$ cat config.mk
export PLATFORM = sky130hd
export DESIGN_NAME = c_demux_split5_5b
export DESIGN_NICKNAME = d
export VERILOG_FILES = /design/src/rtl/c_demux_split5_5b.sv
export SDC_FILE = /design/constraint.sdc
export NUM_CORES = 1
export LEC_CHECK = 0
export CAP_MARGIN = 20
export CORE_MARGIN = 2
export CORE_UTILIZATION = 25
export DETAILED_ROUTE_END_ITERATION = 12
export HOLD_SLACK_MARGIN = 0.05
export PLACE_DENSITY = 0.54
export SYNTH_ARGS = -nofsm -noshare
export SYNTH_HDL_FRONTEND = slang
export SYNTH_SLANG_ARGS = --single-unit
$ cat constraint.sdc
create_clock -name clk -period 3.7 [get_ports clk]
set_input_delay 0.555 -clock clk [delete_from_list [all_inputs] [get_ports clk]]
set_output_delay 0.555 -clock clk [all_outputs]
set_load 0.02 [all_outputs]
$ cat src/rtl/c_demux_split5_5b.sv
// c_demux_split5_5b: one-deep request buffer that dispatches to five busy-tracked channels
module c_demux_split5_5b #(
   parameter int W_DATA = 5
) (
   input  logic              clk,
   input  logic              rst,
   input  logic              i_drive,
   input  logic [W_DATA-1:0] i_data,
   input  logic [2:0]        i_sel,
   output logic              o_free,
   output logic              o_drive0,
   output logic              o_drive1,
   output logic              o_drive2,
   output logic              o_drive3,
   output logic              o_drive4,
   output logic [W_DATA-1:0] o_data0,
   output logic [W_DATA-1:0] o_data1,
   output logic [W_DATA-1:0] o_data2,
   output logic [W_DATA-1:0] o_data3,
   output logic [W_DATA-1:0] o_data4,
   input  logic              i_free0,
   input  logic              i_free1,
   input  logic              i_free2,
   input  logic              i_free3,
   input  logic              i_free4,
   output logic [4:0]        o_busy,
   output logic [7:0]        o_err_cnt
);
   typedef enum logic {IDLE, PEND} state_t;
   state_t            state;
   logic [W_DATA-1:0] hold_data;
   logic [2:0]        hold_sel;
   logic [4:0]        drive_q, free_vec, set_vec;
   logic [W_DATA-1:0] data_q [5];
   logic [7:0]        sel_oh;
   logic              pend, bad_sel, disp;
   logic [1:0]        err_inc;
   logic [8:0]        err_sum;
   assign free_vec = {i_free4, i_free3, i_free2, i_free1, i_free0};
   assign {o_drive4, o_drive3, o_drive2, o_drive1, o_drive0} = drive_q;
   assign o_data0 = data_q[0];
   assign o_data1 = data_q[1];
   assign o_data2 = data_q[2];
   assign o_data3 = data_q[3];
   assign o_data4 = data_q[4];
   // decode the held request against the channel occupancy seen at this edge (no free bypass)
   always_comb begin
      pend    = state == PEND;
      sel_oh  = 8'd1 << hold_sel;
      bad_sel = hold_sel > 3'd4;
      disp    = pend && !bad_sel && !(|(sel_oh[4:0] & o_busy));
      set_vec = disp ? sel_oh[4:0] : 5'd0;
      err_inc = 2'(pend && i_drive) + 2'(pend && bad_sel);
      err_sum = 9'(o_err_cnt) + 9'(err_inc);
   end
   // request FSM, channel busy flags, payload registers and saturating error counter
   always_ff @(posedge clk) begin
      if (rst) begin
         state     <= IDLE;
         hold_data <= '0;
         hold_sel  <= '0;
         o_free    <= 1'b0;
         drive_q   <= '0;
         o_busy    <= '0;
         o_err_cnt <= '0;
         for (int n = 0; n < 5; n++) data_q[n] <= '0;
      end else begin
         o_free    <= pend && (bad_sel || disp);
         drive_q   <= set_vec;
         o_busy    <= (o_busy & ~free_vec) | set_vec;
         o_err_cnt <= err_sum > 9'd255 ? 8'd255 : err_sum[7:0];
         if (!pend && i_drive) begin
            hold_data <= i_data;
            hold_sel  <= i_sel;
            state     <= PEND;
         end
         if (pend && (bad_sel || disp)) state <= IDLE;
         for (int n = 0; n < 5; n++) if (set_vec[n]) data_q[n] <= hold_data;
      end
   end
endmodule

==> metrics <==
outcome finished, final reports clean; clk root buf clkbuf_8; TritonCTS clock tree built; CTS-repair resized insts 0; gr ovfl total 0; placer's final routability congestion estimate 0.719; Setup Fix Bufs, Post-CTS 0; first-pass GRT wire length 6.86 mm; Final Max Tran Viols 0; Reg clk slew, reported paths 0.09 ns; die area 8640 sq um; top-count cell post-synth dfxtp_1; CTS max path bufs 2; FF-to-FF End o_err_cnt[7]$_SDFF_PP0_; Core Box Area 7690 sq um; pin count of the biggest net entering global routing 17; number of synthesized flops with an enable pin 25; Initial Utilization 25.7%; CP endpoint kind flop; Register-to-Register Path Depth 7; Area Growth Syn to Fin 40.4%; CP Data Required Time 3.90 ns; worst min path class reg2reg; Max Clk Rate 425 MHz; WL per Instance 12.9 um; worst vdd ir 0.151 mV; clk_skew 0.00457 ns; Worst path max stage delay 0.53 ns; top cell type's share of synthesized area 38.0%; Die X 93.0 um; standard-cell rows 32; crit path max fanout 11; slowest CP cell or4b_1; Die Ht 93.0 um; setup tns final 0 ns; hold buffer count at CTS 0; clock tree sinks 53; DP Area 2670 sq um; total track usage 10.2%; Max H-tree Level 2; Tot Pwr 1180 uW; dominant cells by area after synthesis edfxtp_1 38%, dfxtp_1 28%, nor2_1 4.2%, mux2i_1 4.0%, a21oi_1 2.3%; Final setup violation count 0; fin crit share 63.5%; post-layout util 36.1%; CP Class reg2reg; synthesized cell area 1980 sq um; diode count 0; warnings from Yosys 0; Via-to-Cell Ratio 4.37; Port Buffer Count 59; Pleak 0.00101 uW; Pre-antenna DRT Iters 4; setup slack, reg-to-reg 1.35 ns; Synth Flop Type dfxtp_1; CP Capture Point o_err_cnt[7]$_SDFF_PP0_; num ports 60; setup ws final 1.35 ns; max_slew headroom 40.5%; DRC errors left 0; Iteration-0 DRC Markers 77; RSZ-0062 raised after global routing no; Cell Chain, Critical Path o211ai_1, fa_1, inv_1, ha_1, and3_1, or4b_1, o211a_1; Mapped Cells 163; HP Start hold_data[4]$_SDFFE_PP0P_; Avg Synthesized Cell Area 12.1 sq um; Clock Latency Late Sink 0.30 ns; nets@finish 240; minimum clock period 2.35 ns; power density cells 424 nW/um^2; total CTS buffers 5; FF+latch count, synth 53; Max Cap Viol 0; DP HPWL 3.17 mm; Netlist cell types 36; crit start category flop; Routed Antenna Nets 0; FF-to-FF Start hold_sel[1]$_SDFFE_PP0P_; crit path launch hold_sel[1]$_SDFFE_PP0P_; sequential area share after synthesis 66.3%; Routed WL 4.19 mm; post-route cell area 2780 sq um; most frequent cells after synthesis 28 x dfxtp_1, 25 x edfxtp_1, 22 x nor2_1; Yosys top cell by area edfxtp_1; WP data arrival 2.55 ns; vias in the first global route 1392; layout cells sized above 1 5.83%; Fin. Hold Viols 0; initial antenna violation count 0; worst-margin pin slew 0.891 ns; Mapped Nets 181; async set-reset flop share out of synthesis 0%; Setup WS pre-CTS 1.05 ns; via count 1419
-- report_power, final --
group | leakage, uW | switching [uW] | total (uW) | internal, uW
clock network | 0.0000554 | 183 | 386 | 203
registers | 0.000487 | 18.3 | 658 | 640
logic | 0.000464 | 66.8 | 133 | 65.8
total | 0.00101 | 268 | 1180 | 909
-- cells in the final DEF (no fill, tap or decap), types with 2 or more instances in the layout --
master and n:
a21oi_1 9, a31oi_1 4, and4_1 2, clkbuf_8 5, clkdlybuf4s50_1 59, dfxtp_1 28, edfxtp_1 25, inv_1 4
mux2i_1 8, nand2_1 7, nand2b_1 5, nand3_1 9, nand4b_1 2, nor2_1 22, nor2b_1 6, nor3_1 3
o211ai_1 2, o21ai_0 2
-- critical path: cells and delay by family (launching register included) --
| family | cells | cell delay, ns |
|---|---|---|
| buffers and inverters | 1 | 0.06 |
| AO/OA/AOI/OAI | 2 | 0.49 |
| AND/OR/NAND/NOR | 2 | 0.79 |
| adder cells (fa/ha/maj) | 2 | 0.46 |
| flip-flops | 1 | 0.45 |
-- stage by stage --
| step | std cells | hold slack (ns) |
|---|---|---|
| 6_report | 325 | 0.499 |
| 5_1_grt | 325 | 0.554 |
| 4_1_cts | 325 | 0.509 |
| 3_5_place_dp | 317 | 0.487 |
| 3_3_place_gp | 317 | 0.481 |
| 2_1_floorplan | 163 | 0.460 |
-- worst min-delay path by stage --
| stage | endpoint | slack, ns | cells after the start |
|---|---|---|---|
| 2_1_floorplan | hold_data[4]$_SDFFE_PP0P_ | 0.46 | 2 |
| 3_3_place_gp | hold_data[3]$_SDFFE_PP0P_ | 0.48 | 2 |
| 3_5_place_dp | hold_data[4]$_SDFFE_PP0P_ | 0.49 | 2 |
| 4_1_cts | hold_data[4]$_SDFFE_PP0P_ | 0.51 | 2 |
| 5_1_grt | o_busy[2]$_SDFF_PP0_ | 0.55 | 2 |
| 6_report | hold_data[4]$_SDFFE_PP0P_ | 0.50 | 2 |
-- logic make-up after synthesis --
kind of cell	synth area share (%)
buffers and inverters	2.72
and+or+nand+nor	16.2
muxes	5.38
DFF	66.3
xor gates and xnor gates	0.443
adders and majority gates	1.64
AOI/OAI and AO/OA	7.34
-- flip-flops by register name (all words and copies together) (netlist names) --
| name | flops |
|---|---|
| o_err_cnt | 8 |
| data_q | 25 |
| drive_q | 5 |
| pend | 1 |
| hold_data | 5 |
| o_free | 1 |
| o_busy | 5 |
| hold_sel | 3 |
-- final cells by class --
| cell class | instances | area, sq um |
|---|---|---|
| clock inverters | 2 | 38.8 |
| well taps | 102 | 128 |
| clock buffers | 6 | 72.6 |
| multi-input cells | 98 | 613 |
| inverters | 4 | 15.0 |
| repair buffers | 60 | 598 |
| fillers | 777 | 4910 |
| flip-flops and latches | 53 | 1310 |
-- routing by layer --
metal,vias up,global-route usage (%),wire length (um)
met5,-,0,0
met4,0,3.31,48
met3,5,2.85,301
met2,50,16.4,1870
met1,668,13.3,1960
li1,696,-,-
Power figures use the tool's default switching activity.
